`src/rtl/types_pkg.sv`:
```
// types_pkg: shared widths, scratchpad read op encodings, rFIFO request layout and scheduler states
package types_pkg;
  localparam int WORD_W = 32;
  localparam int MAT_S_W = 4;
  localparam int ROW_S_W = 4;
  localparam logic [1:0] SP_OP_LSU_RD = 2'b01;
  localparam logic [1:0] SP_OP_GEMM_RD = 2'b10;
  typedef struct packed {
    logic [1:0]         op;
    logic [WORD_W-1:0]  word;
    logic [MAT_S_W-1:0] mat;
    logic [ROW_S_W-1:0] row;
  } rfifo_req_t;
  typedef enum logic [2:0] {IDLE, ISSUE_A, ISSUE_B, ISSUE_C, WAIT_CMPL} sched_state_e;
endpackage

```
`src/rtl/rr_arbiter2.sv`:
```
// rr_arbiter2: GEMM/LSU round-robin arbiter, GEMM first after reset; SCHED_GEMM_PRIORITY_EN makes GEMM strict priority
module rr_arbiter2 (
  input  logic CLK,
  input  logic nRST,
  input  logic en,
  input  logic req_gemm,
  input  logic req_lsu,
  output logic gnt_gemm,
  output logic gnt_lsu
);
`ifdef SCHED_GEMM_PRIORITY_EN
  assign gnt_gemm = en && req_gemm;
  assign gnt_lsu = en && req_lsu && !req_gemm;
`else
  logic lsu_turn;
  assign gnt_gemm = en && req_gemm && !(req_lsu && lsu_turn);
  assign gnt_lsu = en && req_lsu && !(req_gemm && !lsu_turn);
  always_ff @(posedge CLK)
    if (!nRST) lsu_turn <= 1'b0;
    else if (gnt_gemm || gnt_lsu) lsu_turn <= gnt_gemm;
`endif
endmodule

```
`src/rtl/scratchpad_read_sched.sv`:
```
// scratchpad_read_sched: GEMM operand row sequencer merged with LSU reads into the rFIFO (SCHED_GEMM_PRIORITY_EN: GEMM priority)
module scratchpad_read_sched
  import types_pkg::*;
#(
  parameter int NUM_ROWS = 4
) (
  input  logic                               CLK,
  input  logic                               nRST,
  input  logic                               gemm_start,
  input  logic [MAT_S_W-1:0]                 gemm_matA,
  input  logic [MAT_S_W-1:0]                 gemm_matB,
  input  logic [MAT_S_W-1:0]                 gemm_matC,
  output logic                               gemm_busy,
  output logic                               gemm_done,
  output logic                               start_err,
  input  logic                               lsu_valid,
  input  logic [WORD_W-1:0]                  lsu_word,
  input  logic [MAT_S_W-1:0]                 lsu_mat,
  input  logic [ROW_S_W-1:0]                 lsu_row,
  output logic                               lsu_ready,
  input  logic                               rFIFO_full,
  input  logic                               gemm_complete,
  output logic                               rFIFO_WEN,
  output logic [WORD_W+MAT_S_W+ROW_S_W+1:0]  rFIFO_wdata
);
  sched_state_e state, state_n;
  logic [ROW_S_W-1:0] row, row_n;
  logic [MAT_S_W-1:0] mat_a, mat_b, mat_c, mat_a_n, mat_b_n, mat_c_n;
  logic issuing, last_row, gnt_gemm, gnt_lsu;
  rfifo_req_t req;
  assign issuing = state inside {ISSUE_A, ISSUE_B, ISSUE_C};
  assign last_row = row == ROW_S_W'(NUM_ROWS - 1);
  rr_arbiter2 u_arb (
    .CLK      (CLK),
    .nRST     (nRST),
    .en       (nRST && !rFIFO_full),
    .req_gemm (issuing),
    .req_lsu  (lsu_valid),
    .gnt_gemm (gnt_gemm),
    .gnt_lsu  (gnt_lsu)
  );
  always_ff @(posedge CLK)
    if (!nRST) begin
      state <= IDLE;
      row <= '0;
      mat_a <= '0;
      mat_b <= '0;
      mat_c <= '0;
    end else begin
      state <= state_n;
      row <= row_n;
      mat_a <= mat_a_n;
      mat_b <= mat_b_n;
      mat_c <= mat_c_n;
    end
  always_comb begin
    state_n = state;
    row_n = row;
    mat_a_n = mat_a;
    mat_b_n = mat_b;
    mat_c_n = mat_c;
    if (state == IDLE && gemm_start) begin
      state_n = ISSUE_A;
      row_n = '0;
      mat_a_n = gemm_matA;
      mat_b_n = gemm_matB;
      mat_c_n = gemm_matC;
    end else if (gnt_gemm) begin
      row_n = last_row ? '0 : row + ROW_S_W'(1);
      state_n = !last_row ? state : state == ISSUE_A ? ISSUE_B : state == ISSUE_B ? ISSUE_C : WAIT_CMPL;
    end else if (state == WAIT_CMPL && gemm_complete) begin
      state_n = IDLE;
    end
  end
  assign req.op = gnt_gemm ? SP_OP_GEMM_RD : SP_OP_LSU_RD;
  assign req.word = gnt_gemm ? '0 : lsu_word;
  assign req.mat = !gnt_gemm ? lsu_mat : state == ISSUE_A ? mat_a : state == ISSUE_B ? mat_b : mat_c;
  assign req.row = gnt_gemm ? row : lsu_row;
  assign rFIFO_WEN = gnt_gemm || gnt_lsu;
  assign rFIFO_wdata = rFIFO_WEN ? req : '0;
  assign lsu_ready = gnt_lsu;
  assign gemm_busy = nRST && state != IDLE;
  assign gemm_done = nRST && state == WAIT_CMPL && gemm_complete;
  assign start_err = nRST && gemm_start && state != IDLE;
endmodule
```
`config.mk`:
```
export PLATFORM = sky130hd
export DESIGN_NAME = scratchpad_read_sched
export DESIGN_NICKNAME = d
export VERILOG_FILES = /design/src/rtl/types_pkg.sv /design/src/rtl/rr_arbiter2.sv /design/src/rtl/scratchpad_read_sched.sv
export SDC_FILE = /design/constraint.sdc
export NUM_CORES = 1
export LEC_CHECK = 0
export BUFFER_PORTS_ARGS = -buffer_cell sky130_fd_sc_hd__buf_4
export CAP_MARGIN = 20
export CORE_MARGIN = 3
export CORE_UTILIZATION = 43
export CTS_CLUSTER_DIAMETER = 40
export CTS_CLUSTER_SIZE = 14
export DETAILED_ROUTE_END_ITERATION = 10
export PLACE_DENSITY = 0.85
export SYNTH_ARGS = -nofsm -noshare
export SYNTH_HDL_FRONTEND = slang
export SYNTH_HIERARCHICAL = 1
export SYNTH_SLANG_ARGS = --single-unit
export TNS_END_PERCENT = 100
```
`constraint.sdc`:
```
create_clock -name CLK -period 4.2 [get_ports CLK]
set_input_delay 0.21 -clock CLK [delete_from_list [all_inputs] [get_ports CLK]]
set_output_delay 0.21 -clock CLK [all_outputs]
set_load 0.01 [all_outputs]
```
==> qor.csv, run 1 <==
metric,value,unit
synth_seq_cells,20,
synth.distinct_cells,38,
cp.arrival,2.61,ns
synth_top_area_share,29.5,%
synth_flop_cell,dfxtp_1,
setup_viol,0,
cp.required,3.99,ns
nets,335,
ys_warn_count,6,
grt_pass1_wl,6.91,mm
layout-drive-gt1-share,42.2,%
dp_hpwl,3.28,mm
antenna_found_initial,0,
firstDrtPassIters,4,
synth_top_area_cell,dfxtp_1,
start_util,47.2,%
drtAntennaViolNets,0,
post_cts_buffers,0,
syn_to_final_growth,59.1,%
outcome,finished clean,
fin_crit,2.82,ns
wl,4.28,mm
cp-end-kind,primary output,
cts_htree_levels,1,
critPathBufInv,3,
start_kind,flip-flop,
power_density,201,mW/mm2
avgSynthCellArea,7.45,um2
synth.area.top_cells,"dfxtp_1 (30%), and2_1 (15%), a21oi_1 (8.1%)",
async_reset_ff_share,0,%
core_area,0.00288,mm2
io_buffer_count,104,
crit_chain,"nor2_1, nor2_1, nand2_1, a21oi_1, buf_4, nor2b_2, buf_8, a221o_1, buf_4",
cts_tree,built,
final_util,75.0,%
total_power,0.434,mW
clock_latency,0.30,ns
numCtsBuffers,3,
post_cts_resized,0,
worstSetupPathType,flip-flop to primary output,
maxCapViolations,0,
cts_hold_buf,0,
grt_overflow,0,
synth-edff-count,0,
fin_worst_skew,0.00293,ns
track_usage,21.6,%
cts.sinks,20,
worst_pin_slew,1.01,ns
final_hold_viol_count,0,
drtIter0Drc,80,
cp_max_fo,32,
die_w,62.2,um
cp_slowest_cell,dfxtp_1,
vias,1603,
hold_class,input pin to flip-flop,
clock.fmax,355,MHz
via_per_inst,5.06,
floorplan.rows,19,
syn-num-nets,241,
synth_seq_area_share,29.5,%
die_h,62.2,um
dieArea,0.00386,mm2
slowest_delay,0.73,ns
critical_path.top_delay_family,flip-flops,
cts-root-buf,clkbuf_4,
ios,105,
relSlewSlack,32.6,%
synthCells,182,
place_congestion,0.789,
grt_pass1_vias,1429,
setup-tns-final,0,ns
period_share,67.1,%
path_clk_slew,0.12,ns
antenna_cells,0,
clk_path_buf_depth,2,
hold_ws,0.107,ns
drcViolationCount,0,
syn_area,0.00136,mm2
p_leak,1.04,nW
irDropWorstVdd,0.196,mV
grt_max_degree,42,
grt_setup_unrepaired,false,
wl_per_cell,13.5,um
drv_slew,0,
## final timing paths
check             cells past startpoint  startpoint  slack [ns]        endpoint
hold reg to reg                       2    mat_c[2]        0.47        mat_c[2]
hold / removal                        2   lsu_valid        0.11  u_arb/lsu_turn
setup / recovery                      9    state[0]        1.38  rFIFO_wdata[7]
setup reg to reg                      8    state[0]        2.08        state[1]
## worst register-to-register path, cell delays in order (launching register included)
cell      delay, ns
dfxtp_1        0.73
nor2_1         0.11
nor2_1         0.19
nand2_1        0.08
a21oi_1        0.12
buf_4          0.25
nor2b_1        0.25
nand4b_1       0.14
a21oi_1        0.19
## metrics by stage
stage          area [um2]  setup WS (ns)  cells
2_1_floorplan        1360           2.11    182
6_report             2160           1.38    317
5_1_grt              2160           1.15    317
3_5_place_dp         2110           1.42    312
4_1_cts              2140           1.15    316
3_3_place_gp         2110           1.45    312
## cells in the mapped netlist, drive strengths merged (2+ instances only)
master and n:
a22o 4, nor2 7, dfxtp 20, nand2 29, nand3b 7, nand4 2, a221o 3, o21ai 3
nor2b 5, buf 6, inv 4, nand3 3, clkbuf 11, and2 33, a21oi 22, nand4b 2
nand2b 2
## report_power, final
part | internal [mW] | switching, mW
Sequential | 0.198 | 0.00824
Clock | 0.0529 | 0.0614
Combinational | 0.0673 | 0.0457
Total | 0.318 | 0.115
## logic make-up (layout without fill, tap and decap cells)
logic type                 after synthesis  count (layout)  share of synthesized area (%)
xor gates and xnor gates                 2               2                           1.29
and+or+nand+nor                         98              98                           41.1
AOI/OAI and AO/OA                       39              39                           18.5
adders and majority gates                1               1                          0.922
muxes                                    1               1                          0.738
buffers and inverters                   21             114                           7.93
DFF                                     20              20                           29.5
## final cells by class
type,instances,area [um2]
clock buffers,4,36.3
well taps,42,52.6
multi-input cells,141,851
fillers,239,718
flip-flops and latches,20,400
inverters,4,15.0
repair buffers,106,803
## layer usage
layer	GRT usage [%]	wire (um)
met1	28.6	1850
met2	35.6	2070
met3	3.78	308
met4	6.63	48
met5	0	0
## flip-flops by register name (all words and copies together) (netlist names)
register	cells
mat_a	4
mat_b	4
mat_c	4
row	4
state	3
u_arb/lsu_turn	1
## placed cells by master (no fill, tap or decap), types with 2 or more instances in the layout
| master | count |
|---|---|
| buf_4 | 105 |
| and2_1 | 33 |
| nand2_1 | 29 |
| a21oi_1 | 22 |
| dfxtp_1 | 20 |
| nand3b_1 | 7 |
| nor2_1 | 7 |
| nor2b_1 | 4 |
| a22o_1 | 4 |
| inv_1 | 4 |
| a221o_1 | 3 |
| o21ai_0 | 3 |
| nand3_1 | 3 |
| clkbuf_4 | 3 |
| nand2b_1 | 2 |
| nand4_1 | 2 |
| nand4b_1 | 2 |
(Power assumes the default switching activity.)
==> inputs of run 2 (changes only) <==
CORE_UTILIZATION = 40   (was 43)
PLACE_DENSITY = 0.8   (was 0.85)
clock period = 2.92 ns   (was 4.2 ns; I/O delays follow)
==> qor.csv, run 2 (same netlist as run 1, synthesis figures left out) <==
metric,value,unit
grt_pass1_wl,6.59,mm
place_congestion,0.768,
grt_pass1_vias,1453,
cts_tree,built,
io_buffer_count,104,
ios,105,
start_kind,flip-flop,
fin_crit,2.68,ns
hold_class,input pin to flip-flop,
period_share,91.9,%
track_usage,19.7,%
final_hold_viol_count,0,
cts.sinks,20,
start_util,43.0,%
maxCapViolations,0,
drtAntennaViolNets,0,
clock_latency,0.30,ns
relSlewSlack,61.1,%
reg2reg_from,state[1],
vias,1590,
power_density,285,mW/mm2
reg2reg_depth,8,
multi_input_area,851,um2
crit_end,rFIFO_wdata[5],
clk_path_buf_depth,2,
crit_path_start,state[1],
die_w,64.2,um
floorplan.rows,20,
path_clk_slew,0.11,ns
drv_slew,0,
worst_pin_slew,0.581,ns
cp-end-kind,primary output,
grt_overflow,0,
grt_setup_unrepaired,false,
post_cts_resized,0,
wl,4.21,mm
r2r-end,state[0],
cp.arrival,2.54,ns
worstSetupPathType,flip-flop to primary output,
cts_htree_levels,1,
setup_viol,0,
cp_max_fo,20,
grt_max_degree,21,
dieArea,0.00413,mm2
drcViolationCount,0,
drtIter0Drc,29,
hold_ws,0.0527,ns
numCtsBuffers,3,
fin_worst_skew,0.00208,ns
cts_hold_buf,0,
antenna_cells,0,
die_h,64.2,um
cp.required,2.77,ns
final_util,69.5,%
final_common_cell,buf_4,
outcome,finished clean,
antenna_found_initial,0,
firstDrtPassIters,4,
layout-drive-gt1-share,43.2,%
setup-tns-final,0,ns
fill_cells,282,
seq_area,400,um2
clock.fmax,372,MHz
irDropWorstVdd,0.311,mV
dp_hpwl,3.39,mm
core_area,0.00315,mm2
p_leak,1.06,nW
nets,340,
via_per_inst,4.91,
layout_common_cells,"buf_4 (111), and2_1 (33), nand2_1 (29), a21oi_1 (22), dfxtp_1 (20)",
syn_to_final_growth,61.5,%
cts-root-buf,clkbuf_4,
wl_per_cell,13.0,um
reg2reg_slack,0.87,ns
post_cts_buffers,0,
total_power,0.624,mW
==> run 2: critical path, cell delays in order (launching register included) <==
cell,delay [ns]
dfxtp_1,0.67
nor2_1,0.12
nor2_1,0.20
nand2_1,0.08
a21oi_1,0.21
buf_4,0.22
nor2b_2,0.13
buf_4,0.19
a32oi_1,0.15
nand3_1,0.10
buf_4,0.15
==> run 2: cell type report <==
type	count	share of cell area, %
multi-input combinational	141	38.8
tap	44	2.51
sequential	20	18.3
clock buffer	4	1.66
timing repair buffer	111	38.0
inverter	4	0.685
==> run 2: per-layer routing <==
metal,track usage [%],vias up,wire (um)
li1,-,813,-
met1,24.2,704,1800
met2,33.9,67,1990
met3,4.75,6,342
met4,5.80,0,70
met5,0,-,0
==> run 2: power breakdown <==
group / total (mW) / switching (mW) / internal [mW] / leakage (nW)
Sequential: 0.292 / 0.00709 / 0.285 / 0.163
Clock: 0.160 / 0.0838 / 0.0761 / 0.0210
Combinational: 0.172 / 0.0710 / 0.101 / 0.875
==> run 2: worst min path at each step <==
stage	start	to	slack [ns]	depth (start not counted)
floorplan	lsu_valid	u_arb/lsu_turn	0.26	1
global placement	lsu_valid	u_arb/lsu_turn	0.37	2
detailed placement	lsu_valid	u_arb/lsu_turn	0.37	2
CTS	lsu_valid	u_arb/lsu_turn	0.05	2
global route	lsu_valid	u_arb/lsu_turn	0.05	2
finish	lsu_valid	u_arb/lsu_turn	0.05	2
==> run 2: stage by stage <==
step / std cells / instance area, um2 / worst slack, ns
finish: 324 / 2190 / 0.235
global route: 324 / 2190 / 0.0393
CTS: 324 / 2190 / 0.289
detailed placement: 320 / 2150 / 0.649
global placement: 320 / 2150 / 0.740
floorplan: 182 / 1360 / 0.893
==> inputs of run 3 (changes only) <==
ABC_AREA = 1   (was not set)
CORE_UTILIZATION = 42   (was 40)
==> qor.csv, run 3 <==
metric,value,unit
final_hold_viol_count,0,
r2r-end,state[0],
synth_seq_area_share,26.1,%
syn_to_final_growth,53.1,%
clock.fmax,404,MHz
async_reset_ff_share,0,%
outcome,finished clean,
synth_common_cells,"nand2_1 (57), nor2_1 (52), dfxtp_1 (20)",
drv_slew,0,
worst_pin_slew,0.629,ns
grt_max_degree,36,
antenna_cells,0,
fin_ws,0.444,ns
hold-path-cell-count,3,
grt_overflow,0,
numCtsBuffers,3,
reg2reg_from,state[1],
switchingPower,0.209,mW
path_clk_slew,0.11,ns
firstDrtPassIters,5,
ios,105,
reg2reg_depth,12,
comb_power_share,30.9,%
final_common_cell,buf_4,
cts_htree_levels,1,
layout_common_cells,"buf_4 (107), nand2_1 (57), nor2_1 (52), dfxtp_1 (20), inv_1 (17)",
drtIter0Drc,70,
ys_warn_count,6,
cp_slowest_cell,dfxtp_1,
period_share,84.8,%
antenna_found_initial,0,
yosysMostFrequentCell,nand2_1,
via_per_inst,4.62,
cp.arrival,2.33,ns
clock_latency,0.30,ns
cts-root-buf,clkbuf_4,
syn-num-nets,300,
fin_worst_skew,0.00513,ns
synth_seq_cells,20,
fin_area,0.00235,mm2
maxCapViolations,0,
grt_pass1_wl,6.67,mm
synth_top_area_share,26.1,%
dieArea,0.00441,mm2
reg2reg_slack,0.83,ns
core_area,0.00342,mm2
pwr-share-clk,29.8,%
grt_pass1_vias,1459,
gr-usage-met2,33.1,%
p_int,0.542,mW
setup_viol,0,
relSlewSlack,57.9,%
syn_area,0.00153,mm2
place_congestion,0.787,
p_leak,1.20,nW
worstSetupPathType,flip-flop to primary output,
cts_tree,built,
synthCells,241,
synth_top_area_cell,dfxtp_1,
place_ws,0.716,ns
post_cts_buffers,0,
finalNonFillerCells,385,
cp.required,2.77,ns
cts_hold_buf,0,
synth_flop_cell,dfxtp_1,
track_usage,19.0,%
p_sw_share,27.8,%
fill_cells,321,
avgSynthCellArea,6.36,um2
holdPathEnd,mat_b[3],
fin_crit,2.48,ns
irDropWorstVdd,0.373,mV
cts.sinks,20,
dp.cells,381,
io_buffer_count,104,
start_util,44.9,%
busiest_layer,met2,
crit_chain,"nor2_4, nor2_1, nand2_1, clkinv_1, nand2_2, inv_1, inv_1, buf_4, o21ai_0, buf_4",
drcViolationCount,0,
power_density,320,mW/mm2
hold_class,input pin to flip-flop,
synth-edff-count,0,
setup-tns-final,0,ns
grt_setup_unrepaired,false,
wl,4.44,mm
floorplan.rows,21,
drtAntennaViolNets,0,
synth.distinct_cells,28,
dp_hpwl,3.43,mm
layout-drive-gt1-share,45.4,%
die_h,66.4,um
place_area,0.00229,mm2
synth.area.top_cells,"dfxtp_1 (26%), nand2_1 (14%), nor2_1 (13%)",
vias,1778,
die_w,66.4,um
wl_per_cell,11.5,um
cp-end-kind,primary output,
cp_max_fo,35,
min_from,gemm_matB[3],
clk_path_buf_depth,2,
start_kind,flip-flop,
grtUsageMet1,24.9,%
power_frac_seq,39.3,%
use_met3,3.23,%
slowest_delay,0.57,ns
nets,399,
post_cts_resized,0,
## run 3: cell count changes after synthesis, moves of 9 or more
cell,change
a21oi_1,-11
a21oi_2,+10
and2_1,-33
clkbuf_1,-10
inv_1,+13
nand2_1,+28
nand2_2,+9
nand3_1,+11
nor2_1,+45
## run 3: cell families after synthesis
group / share of synthesized area (%)
simple gates: 45.6
buf+inv: 12.1
compound gates: 15.3
flops: 26.1
fa+ha+maj: 0.816
## run 3: stage by stage
stage	util [%]	power [mW]	hold slack, ns
6_report	68.7	0.751	0.0887
4_1_cts	68.7	0.759	0.0811
3_3_place_gp	67.2	0.531	0.400
2_1_floorplan	-	0.429	0.268
3_5_place_dp	67.2	0.534	0.407
5_1_grt	68.7	0.802	0.0731
## run 3: power by group through the flow
stage / clock network [mW] / logic, mW / registers [mW]
after detailed placement: 0 / 0.233 / 0.301
final: 0.224 / 0.232 / 0.295
after CTS: 0.230 / 0.234 / 0.295
after global routing: 0.248 / 0.257 / 0.297
after floorplan: 0 / 0.129 / 0.300
after global placement: 0 / 0.230 / 0.301
## run 3: worst max-delay path by stage
| stage | cells past startpoint | to | from |
|---|---|---|---|
| global route | 11 | rFIFO_wdata[27] | state[1] |
| finish | 10 | rFIFO_wdata[1] | state[1] |
| detailed placement | 10 | rFIFO_wdata[5] | nRST |
| global placement | 10 | rFIFO_wdata[2] | nRST |
| floorplan | 9 | rFIFO_wdata[1] | nRST |
| CTS | 10 | rFIFO_wdata[1] | state[1] |
## run 3: per-layer routing
layer	up-vias	routed length [um]
met5	-	0
met4	0	34
met3	4	176
met2	44	2340
met1	778	1890
li1	952	-
## run 3: area by class of cell
class                      count  area (um2)  share of cell area, %
multi-input combinational    185         947                   40.4
inverter                      23        86.3                   3.68
timing repair buffer         107         803                   34.2
sequential                    20         400                   17.1
clock buffer                   3        22.5                  0.959
clock inverter                 1        30.0                   1.28
tap                           46        57.6                   2.45
## run 3: worst max-delay path, delay by kind of cell, from the launching register on
kind	cells	cell delay [ns]
buf+inv	5	0.88
flops	1	0.57
compound gates	1	0.19
simple gates	4	0.39
